## src/rtl/ide_sector_sequencer.sv

```systemverilog
// Multi-sector SD-to-IDE DMA read sequencer: fetches sectors from the SD card,
// arms the IDE buffer banks in ping-pong fashion and lends the IDE port to the CPU when idle.
module ide_sector_sequencer #(
  parameter logic [7:0] SECTOR_WORDS_M1 = 8'd255,
  parameter logic [7:0] STATUS_DRQ      = 8'h58,
  parameter logic [7:0] STATUS_DONE     = 8'h50,
  parameter int         TIMEOUT_W       = 20
) (
  input  logic        clk,
  input  logic        reset_,
  input  logic        start,
  input  logic [31:0] lba,
  input  logic [7:0]  count,
  input  logic        abort,
  output logic        busy,
  output logic        done,
  output logic        err,
  output logic        sd_req,
  output logic [31:0] sd_lba,
  input  logic        sd_ack,
  input  logic        sd_done,
  input  logic        sd_error,
  output logic [10:0] ide_a,
  output logic [31:0] ide_d_out,
  output logic        ide_cs,
  output logic        ide_oe,
  output logic [3:0]  ide_wstrb,
  input  logic [31:0] ide_d_in,
  input  logic        ide_wait,
  input  logic [10:0] cpu_a,
  input  logic [31:0] cpu_d,
  input  logic        cpu_cs,
  input  logic        cpu_oe,
  input  logic [3:0]  cpu_wstrb,
  output logic        cpu_wait
);

  typedef enum logic [4:0] {
    S_IDLE, S_SDCFG, S_SDREQ, S_SDWAIT,
    S_ARM0, S_ARM1, S_ARM2, S_ARM3,
    S_HWAIT, S_CLR, S_FLIP,
    S_FIN0, S_FIN1,
    S_ERR0, S_ERR1, S_ERR2,
    S_RET
  } state_t;

  localparam logic [3:0] IDX_STAT_IRQ = 4'd0;
  localparam logic [3:0] IDX_ERROR    = 4'd1;
  localparam logic [3:0] IDX_IOCTRL   = 4'd2;
  localparam logic [3:0] IDX_IOPOS    = 4'd3;
  localparam logic [3:0] IDX_STATUS   = 4'd4;
  localparam logic [3:0] IDX_IOTARGET = 4'd5;
  localparam logic [3:0] IDX_FLAGS    = 4'd6;

  state_t                 state_r;
  logic                   busy_r;
  logic                   done_r;
  logic                   err_r;
  logic                   sd_req_r;
  logic [31:0]            sd_lba_r;
  logic [8:0]             rem_r;
  logic [31:0]            cur_lba_r;
  logic                   first_r;
  logic                   hdone_r;
  logic                   pdone_r;
  logic [TIMEOUT_W-1:0]   timer_r;
  logic [10:0]            eng_a_r;
  logic [31:0]            eng_d_r;
  logic                   eng_cs_r;
  logic                   eng_oe_r;
  logic [3:0]             eng_wstrb_r;

  logic                   wr_en_s;
  logic [3:0]             wr_idx_s;
  logic [7:0]             wr_dat_s;
  logic                   active_s;
  logic                   rd_busy_s;
  logic                   rd_fin_s;
  logic                   hd_s;
  logic                   pd_s;
  logic                   last_s;
  logic                   timer_run_s;
  logic                   timer_max_s;
  logic                   fault_s;
  logic                   hw_exit_s;
  logic                   issue_wr_s;
  logic                   rd_issue_s;
  logic                   rd_hold_s;
  logic                   unused_s;

  assign active_s    = (state_r == S_SDCFG) || (state_r == S_SDREQ) || (state_r == S_SDWAIT) ||
                       (state_r == S_ARM0)  || (state_r == S_ARM1)  || (state_r == S_ARM2)   ||
                       (state_r == S_ARM3)  || (state_r == S_HWAIT) || (state_r == S_CLR)    ||
                       (state_r == S_FLIP);
  assign rd_busy_s   = eng_cs_r & eng_oe_r;
  assign rd_fin_s    = rd_busy_s & ~ide_wait;
  assign hd_s        = hdone_r | (rd_fin_s & ide_d_in[5]);
  assign pd_s        = pdone_r | sd_done;
  assign last_s      = (rem_r == 9'd1);
  assign timer_max_s = &timer_r;
  assign timer_run_s = (state_r == S_SDWAIT) ||
                       ((state_r == S_HWAIT) && !pdone_r && (rem_r > 9'd1));
  // Abort is only honoured between reads so a held bus cycle is never cut short.
  assign fault_s     = active_s & (sd_error | (timer_run_s & timer_max_s) | (abort & ~rd_busy_s));
  assign hw_exit_s   = hd_s & (pd_s | last_s) & ~(rd_busy_s & ide_wait);
  assign issue_wr_s  = wr_en_s & ~fault_s;
  assign rd_issue_s  = (state_r == S_HWAIT) & ~rd_busy_s & ~fault_s & ~hw_exit_s;
  assign rd_hold_s   = (state_r == S_HWAIT) & rd_busy_s & ide_wait & ~fault_s;
  assign unused_s    = ^{ide_d_in[31:6], ide_d_in[4:0]};

  assign busy      = busy_r;
  assign done      = done_r;
  assign err       = err_r;
  assign sd_req    = sd_req_r;
  assign sd_lba    = sd_lba_r;
  assign ide_a     = busy_r ? eng_a_r     : cpu_a;
  assign ide_d_out = busy_r ? eng_d_r     : cpu_d;
  assign ide_cs    = busy_r ? eng_cs_r    : cpu_cs;
  assign ide_oe    = busy_r ? eng_oe_r    : cpu_oe;
  assign ide_wstrb = busy_r ? eng_wstrb_r : cpu_wstrb;
  assign cpu_wait  = busy_r ? cpu_cs      : ide_wait;

  // Register write issued by the current state (appears on the bus next cycle).
  always_comb begin
    wr_en_s  = 1'b0;
    wr_idx_s = 4'd0;
    wr_dat_s = 8'h00;
    case (state_r)
      S_SDCFG: begin wr_en_s = 1'b1; wr_idx_s = IDX_IOCTRL;   wr_dat_s = first_r ? 8'h44 : 8'h46; end
      S_ARM0:  begin wr_en_s = 1'b1; wr_idx_s = IDX_IOPOS;    wr_dat_s = 8'h00;                   end
      S_ARM1:  begin wr_en_s = 1'b1; wr_idx_s = IDX_IOTARGET; wr_dat_s = SECTOR_WORDS_M1;         end
      S_ARM2:  begin wr_en_s = 1'b1; wr_idx_s = IDX_IOCTRL;   wr_dat_s = 8'h04;                   end
      S_ARM3:  begin wr_en_s = 1'b1; wr_idx_s = IDX_STATUS;   wr_dat_s = STATUS_DRQ;              end
      S_CLR:   begin wr_en_s = 1'b1; wr_idx_s = IDX_FLAGS;    wr_dat_s = 8'h20;                   end
      S_FLIP:  begin wr_en_s = 1'b1; wr_idx_s = IDX_IOCTRL;   wr_dat_s = 8'h80;                   end
      S_FIN0:  begin wr_en_s = 1'b1; wr_idx_s = IDX_IOCTRL;   wr_dat_s = 8'h00;                   end
      S_FIN1:  begin wr_en_s = 1'b1; wr_idx_s = IDX_STAT_IRQ; wr_dat_s = STATUS_DONE;             end
      S_ERR0:  begin wr_en_s = 1'b1; wr_idx_s = IDX_ERROR;    wr_dat_s = 8'h04;                   end
      S_ERR1:  begin wr_en_s = 1'b1; wr_idx_s = IDX_IOCTRL;   wr_dat_s = 8'h00;                   end
      S_ERR2:  begin wr_en_s = 1'b1; wr_idx_s = IDX_STAT_IRQ; wr_dat_s = STATUS_DONE | 8'h01;     end
      default: begin wr_en_s = 1'b0; wr_idx_s = 4'd0;         wr_dat_s = 8'h00;                   end
    endcase
  end

  // Engine-side IDE bus registers: one-cycle writes, reads held through wait states.
  always_ff @(posedge clk or negedge reset_) begin
    if (!reset_) begin
      eng_a_r     <= 11'd0;
      eng_d_r     <= 32'd0;
      eng_cs_r    <= 1'b0;
      eng_oe_r    <= 1'b0;
      eng_wstrb_r <= 4'b0000;
    end else begin
      eng_cs_r    <= issue_wr_s | rd_issue_s | rd_hold_s;
      eng_oe_r    <= rd_issue_s | rd_hold_s;
      eng_wstrb_r <= issue_wr_s ? 4'b0001 : 4'b0000;
      if (issue_wr_s) begin
        eng_a_r <= {5'd0, wr_idx_s, 2'b00};
        eng_d_r <= {24'd0, wr_dat_s};
      end else if (rd_issue_s) begin
        eng_a_r <= {5'd0, IDX_FLAGS, 2'b00};
        eng_d_r <= eng_d_r;
      end else begin
        eng_a_r <= eng_a_r;
        eng_d_r <= eng_d_r;
      end
    end
  end

  // SD fetch watchdog, restarted whenever a fetch request is accepted.
  always_ff @(posedge clk or negedge reset_) begin
    if (!reset_) begin
      timer_r <= '0;
    end else if ((state_r == S_SDREQ) && sd_ack) begin
      timer_r <= '0;
    end else if (timer_run_s && !timer_max_s) begin
      timer_r <= timer_r + {{(TIMEOUT_W-1){1'b0}}, 1'b1};
    end else begin
      timer_r <= timer_r;
    end
  end

  // Sequencer state machine with its registered status outputs.
  always_ff @(posedge clk or negedge reset_) begin
    if (!reset_) begin
      state_r   <= S_IDLE;
      busy_r    <= 1'b0;
      done_r    <= 1'b0;
      err_r     <= 1'b0;
      sd_req_r  <= 1'b0;
      sd_lba_r  <= 32'd0;
      rem_r     <= 9'd0;
      cur_lba_r <= 32'd0;
      first_r   <= 1'b0;
      hdone_r   <= 1'b0;
      pdone_r   <= 1'b0;
    end else begin
      done_r <= 1'b0;
      err_r  <= 1'b0;
      if (fault_s) begin
        sd_req_r <= 1'b0;
        state_r  <= S_ERR0;
      end else begin
        case (state_r)
          S_IDLE: begin
            if (start) begin
              busy_r    <= 1'b1;
              first_r   <= 1'b1;
              hdone_r   <= 1'b0;
              pdone_r   <= 1'b0;
              cur_lba_r <= lba;
              rem_r     <= (count == 8'd0) ? 9'd256 : {1'b0, count};
              state_r   <= S_SDCFG;
            end else begin
              state_r   <= S_IDLE;
            end
          end
          S_SDCFG: begin
            // After the first sector every fetch targets the sector following the active one.
            sd_req_r <= 1'b1;
            sd_lba_r <= first_r ? cur_lba_r : cur_lba_r + 32'd1;
            state_r  <= S_SDREQ;
          end
          S_SDREQ: begin
            if (sd_ack) begin
              sd_req_r <= 1'b0;
              state_r  <= first_r ? S_SDWAIT : S_HWAIT;
            end else begin
              state_r  <= S_SDREQ;
            end
          end
          S_SDWAIT: state_r <= sd_done ? S_ARM0 : S_SDWAIT;
          S_ARM0:   state_r <= S_ARM1;
          S_ARM1:   state_r <= S_ARM2;
          S_ARM2:   state_r <= S_ARM3;
          S_ARM3: begin
            if (rem_r > 9'd1) begin
              first_r <= 1'b0;
              state_r <= S_SDCFG;
            end else begin
              state_r <= S_HWAIT;
            end
          end
          S_HWAIT: begin
            hdone_r <= hd_s;
            pdone_r <= pd_s;
            state_r <= hw_exit_s ? S_CLR : S_HWAIT;
          end
          S_CLR: begin
            rem_r     <= rem_r - 9'd1;
            cur_lba_r <= cur_lba_r + 32'd1;
            state_r   <= last_s ? S_FIN0 : S_FLIP;
          end
          S_FLIP: begin
            hdone_r <= 1'b0;
            pdone_r <= 1'b0;
            state_r <= S_ARM0;
          end
          S_FIN0: state_r <= S_FIN1;
          S_FIN1: begin
            done_r  <= 1'b1;
            state_r <= S_RET;
          end
          S_ERR0: state_r <= S_ERR1;
          S_ERR1: state_r <= S_ERR2;
          S_ERR2: begin
            err_r   <= 1'b1;
            state_r <= S_RET;
          end
          S_RET: begin
            busy_r  <= 1'b0;
            state_r <= S_IDLE;
          end
          default: begin
            busy_r   <= 1'b0;
            sd_req_r <= 1'b0;
            state_r  <= S_IDLE;
          end
        endcase
      end
    end
  end

endmodule
```

## config.mk

```make
export PLATFORM = sky130hd
export DESIGN_NAME = ide_sector_sequencer
export DESIGN_NICKNAME = d
export VERILOG_FILES = /design/src/rtl/ide_sector_sequencer.sv
export SDC_FILE = /design/constraint.sdc
export NUM_CORES = 1
export LEC_CHECK = 0
export BUFFER_PORTS_ARGS = -buffer_cell sky130_fd_sc_hd__buf_4
export CORE_UTILIZATION = 53
export CTS_CLUSTER_DIAMETER = 100
export CTS_CLUSTER_SIZE = 14
export DETAILED_ROUTE_END_ITERATION = 10
export PLACE_DENSITY = 0.8
export SYNTH_ARGS = -nofsm -noshare
export SYNTH_HDL_FRONTEND = slang
export SYNTH_SLANG_ARGS = --single-unit
```

## constraint.sdc

```tcl
create_clock -name clk -period 2.91 [get_ports clk]
set_clock_uncertainty 0.05 [all_clocks]
set_input_delay 0.582 -clock clk [delete_from_list [all_inputs] [get_ports clk]]
set_output_delay 0.582 -clock clk [all_outputs]
set_load 0.05 [all_outputs]
```

* Yosys cells after proc, flatten, opt, wreduce, memory -nomap -nowiden
Index checks and enable logic that the tools add are counted.
Widths: inputs -> output; s select.
** Cells by class
- $add $sub $neg :: 3
- Order comparisons :: 1
- Eq/ne operators :: 21
- Mux-type cells :: 44
- Bitwise logic cells :: 30
- Reduce and logical (&&, ||, !) cells :: 36
** Operators with widths (count)
- $mux 32 :: 3
- $pmux 5 s15 :: 1
- $pmux 32 s2 :: 1
- $pmux 8 s8 :: 1
- $eq 5x4->1 const B :: 8
- $mux 20 :: 2
- $mux 11 :: 3
- $add 32x1->32 const B :: 1
- $reduce_or 15->1 :: 2
- $add 20x1->20 const B :: 1
- $eq 5x3->1 const B :: 4
- $reduce_and 20->1 :: 1
- $mux 9 :: 2
- $pmux 3 s6 :: 1
- $pmux 9 s2 :: 1
- $mux 1 :: 17
- $and 1x1->1 :: 16
- $mux 4 :: 4
- $reduce_or 12->1 :: 1
- $eq 5x2->1 const B :: 2
- $logic_or 1x1->1 :: 10
- $eq 9x1->1 const B :: 1
- $gt 9x1->1 const B :: 1
- $pmux 1 s3 :: 3
- other kinds (23) :: 48
** Word-level totals
- Flip-flop bits (word level) :: 127
- Input port bits :: 129
- Output and inout bits :: 86
- Word-level logic and storage cells :: 152

* Depth between registers and ports, before layout
- Word-level depth :: 16
- Gate-level depth with buffers :: 8
- Gate-level depth less buffers :: 6

* Worst setup path before layout
Ideal clock, no wire load.
- Path kind :: reg-to-reg
- Start :: reg cur_lba_r[0]
- End :: reg sd_lba_r[22] (netlist: sd_lba[22])
- Library setup time :: 125 ps
- Arrival time :: 2080 ps
- Required time :: 2735 ps
- Path slack :: 655 ps
- Cell stages (with the launch flop) :: 7
- Path buffers :: 0
- Clock period less this slack :: 2255 ps
- Path through :: dfrtp_1 -> ha_1 -> nand4_1 -> nor4_1 -> nand4_1 -> xnor2_1 -> mux2_2
** Between the ends
- Longest elaborated chain between the ends :: 2
** RTL lines
- start, declared :: line 62 : logic [31:0] cur_lba_r;
- start signal, assigned :: line 211 : cur_lba_r <= lba;
- start signal, assigned :: line 251 : cur_lba_r <= cur_lba_r + 32'd1;
- $add 32x1->32 :: line 221 : sd_lba_r <= first_r ? cur_lba_r : cur_lba_r + 32'd1;
- $mux 32 :: line 221
- end signal, assigned :: line 221
- end, declared :: line 60 : logic [31:0] sd_lba_r;
No other way between the ends.
A chain may end at the register's enable or synchronous reset.

* Worst setup path after layout
- Start :: reg state_r[0]
- End :: reg cur_lba_r[25]
** Between the ends
- Longest elaborated chain between the ends :: 13
- Elaborated cells between the ends (all ways) :: 32
- Classes of those cells :: eq/ne (11); mux (1); bitwise (5); reduce/logical (15)
** RTL lines
- start, declared :: line 55 : state_t state_r;
- start signal, assigned :: line 227 : state_r <= first_r ? S_SDWAIT : S_HWAIT;
- start signal, assigned :: line 232 : S_SDWAIT: state_r <= sd_done ? S_ARM0 : S_SDWAIT;
- start signal, assigned :: line 247 : state_r <= hw_exit_s ? S_CLR : S_HWAIT;
- $eq 5x1->1 or $eq 5x2->1 (tied branches) :: line 91 : assign active_s = (state_r == S_SDCFG) || (state_r == S_SDREQ) || (state_r == S_SDWAIT) ||
- $logic_or 1x1->1 (3 in series) :: line 91
- $logic_or 1x1->1 (3 in series) :: line 92 : (state_r == S_ARM0) || (state_r == S_ARM1) || (state_r == S_ARM2) ||
- $logic_or 1x1->1 (3 in series) :: line 93 : (state_r == S_ARM3) || (state_r == S_HWAIT) || (state_r == S_CLR) ||
- $and 1x1->1 :: line 104 : assign fault_s = active_s & (sd_error | (timer_run_s & timer_max_s) | (abort & ~rd_busy_s));
- $not 1->1 (no source line)
- $reduce_and 3->1 (no source line)
Parallel ways exist; a longest one is shown, timed or not.

==> qor.yml <==
sta:
  rsz0062_at_grt: "no"
  finalSetupTns_ps: 0
  max_slew_margin_pct: 45.6
  whs_ps: 9.09
  post-route-min-period_ps: 2630
  finalSetupViolations: 0
  hold_violations: 0
  fmax_mhz: 380
  min_period_over_period_pct: 90.5
  worst_slack_ps: 275
  drv_slew: 0
  worst_pin_slew_ps: 815
synth:
  synth_edf_count: 0
  avgSynthCellArea_um2: 9.29
  ys_warn_count: 0
  synth_seq_cells: 119
  synth_compound_area_share_pct: 19.1
  ys.flop_type: "dfrtp_1"
  yosys.area_share.simple_pct: 23.0
  syn_nets: 951
  synthXorXnorAreaFrac_pct: 3.69
  yosys.area_share.adder_pct: 0.659
  ys_seq_area_share_pct: 39.2
  synth_top_family_by_area: "simple AND/OR/NAND/NOR gates"
  synthMuxAreaShare_pct: 9.32
  ys_types: 82
  synth_area_mm2: 0.00760
  syn_inst: 818
  async_reset_ff_share_pct: 100
placement:
  post-place-ws_ps: 345
  port_buffers: 183
  place_hpwl_mm: 14.9
  gp_congestion: 0.895
drt:
  antenna_left: 0
  drc: 0
  drt_iter0_drc: 555
  wl_mm: 21.0
  via_per_inst: 6.13
  vias: 7243
  wl_per_cell_um: 17.7
  first_pass_iters: 5
critical_path:
  worstPathRequired_ps: 3160
  critPathMaxFanout: 22
  critPathKind: "flip-flop to flip-flop"
  end_kind: "flip-flop"
  r2r_slack_ps: 280
  cp_data_arrival_time_ps: 2880
  crit_path_start_kind: "flip-flop"
cts:
  clkLatencyLatePin_ps: 420
  htree_levels: 4
  cts_tree: "built"
  ctsLongestPathBuffers: 2
  post-cts-setup-buffers: 0
  cts-root-buf: "clkbuf_16"
  clk_pin_slew_worst_paths_ps: 50
  cts_resized: 0
  hold_buffers: 0
  cts_buffers: 17
  cts.sinks: 119
floorplan:
  rows: 43
  start_util_pct: 54.5
  ios: 215
  die_x_um: 122
  coreArea_mm2: 0.0139
  dieArea_mm2: 0.0148
  dieHeight_um: 122
power_and_ir_drop:
  peakVddDrop_uv: 645
  p_comb_share_pct: 50.3
  p_switching_uw: 5090
  internal_power_uw: 5930
  power_uw: 11000
  p_seq_share_pct: 29.9
  clock_power_share_pct: 19.8
  power_density_mw_per_mm2: 1130
  p_leak_uw: 0.00423
  switching_share_pct: 46.2
grt:
  grt_pass1_wl_mm: 33.5
  grt_pass1_vias: 6601
  overflow: 0
  track_usage_pct: 29.0
  grt_max_degree: 62
  grt_antenna_before_repair: 0
outcome:
  status: "complete, no violations"
run:
  maxCapViolations: 0
min_path:
  hold_class: "input port to async pin"
layout:
  syn2layout_area_growth_pct: 28.8
  final_common_cell: "buf_4"
  n_antenna_cell: 0
  layout_common_cells: "buf_4 (212), dfrtp_1 (118), nand2_1 (59)"
  nets: 1122
  drive_gt1_share_pct: 31.4
  fillCellCount: 1109
## registers in the layout, indices dropped and copies added, names as in the netlist
signal / cells
sd_req: 1
state_r: 5
pdone_r: 1
eng_a_r: 3
cur_lba_r: 32
eng_wstrb_r: 1
first_r: 1
hdone_r: 1
eng_d_r: 8
eng_cs_r: 1
busy: 1
timer_r: 20
eng_oe_r: 1
err: 1
sd_lba: 32
done: 1
rem_r: 9
## kinds of logic after synthesis
kind of cell,count (synthesis)
adder cells (fa/ha/maj),4
XOR/XNOR,32
flip-flops,119
AO/OA/AOI/OAI,210
multiplexers,64
AND/OR/NAND/NOR,303
buffers and inverters,86
## Yosys cell counts, types with 5 or more instances
cell type	number	area share, %
mux2_2	49	7.3
nand3_1	34	2.2
o31ai_1	9	0.89
and2_1	8	0.66
nor3_1	17	1.1
xor2_1	10	1.2
and3_1	16	1.3
a211oi_1	5	0.49
inv_1	24	1.2
or4_1	10	0.99
nor4_1	12	0.99
or3_1	8	0.66
mux2i_1	10	1.3
nor2b_1	38	3.1
a21o_1	7	0.69
xnor2_1	22	2.5
o22a_1	6	0.69
clkbuf_1	30	1.5
o22ai_1	15	1.2
nand2b_1	10	0.82
a21oi_1	53	3.5
a2bb2oi_1	15	1.7
a31oi_1	6	0.49
mux2_1	5	0.74
and4_1	5	0.58
buf_2	22	1.4
nand2_1	59	2.9
o21ai_0	40	2.6
nor2_1	32	1.6
nand4_1	25	2.1
nand4b_1	7	0.81
dfrtp_1	119	39
## per-stage QoR
| stage | util, % | std cells | area [um^2] |
|---|---|---|---|
| 2_1_floorplan | - | 818 | 7600 |
| 3_3_place_gp | 65.8 | 1150 | 9160 |
| 3_5_place_dp | 65.8 | 1150 | 9160 |
| 5_1_grt | 70.2 | 1182 | 9780 |
| 4_1_cts | 70.2 | 1182 | 9780 |
| 6_report | 70.2 | 1182 | 9780 |
## power groups by stage
stage	sequential, uW	clock, uW	combinational [uW]
floorplan	3730	0	3480
detailed placement	3290	0	5520
global route	3420	2290	5950
global placement	3260	0	5440
finish	3300	2180	5550
CTS	3280	2200	5550
## final timing paths
path                                   startpoint                         to  cells after the start
max                          state_r[0]$_DFF_PN0_  cur_lba_r[25]$_DFFE_PN0P_                      6
min                                        reset_         eng_oe_r$_DFF_PN0_                      1
max reg2reg                  state_r[0]$_DFF_PN0_  cur_lba_r[25]$_DFFE_PN0P_                      6
min reg2reg                eng_d_r[3]$_DFFE_PN0P_     eng_d_r[3]$_DFFE_PN0P_                      1
max in group asynchronous                  reset_           busy$_DFFE_PN0P_                      2
min in group clk                           lba[0]   cur_lba_r[0]$_DFFE_PN0P_                      3
## metal layers
layer | wire, um | GRT usage, % | up-vias
li1 | - | - | 3381
met1 | 8790 | 39.1 | 3503
met2 | 10100 | 47.0 | 332
met3 | 1710 | 5.57 | 27
met4 | 308 | 9.18 | 0
met5 | 0 | 0 | -
## critical path, cell delays in order (launching register included)
cell     delay, ps
dfrtp_1        710
or3b_4         510
nor2_4         220
buf_4          310
nand3_2        190
o211a_1        250
a221o_1        260
## cell type report
class	count	area [um^2]	share of cell area (%)
clock buffer	24	502	5.13
clock inverter	8	118	1.20
inverter	24	90.1	0.921
multi-input combinational	613	4240	43.3
sequential	119	2980	30.5
tap	180	225	2.30
timing repair buffer	214	1630	16.7
No activity file was read; power rests on OpenSTA's default activity.
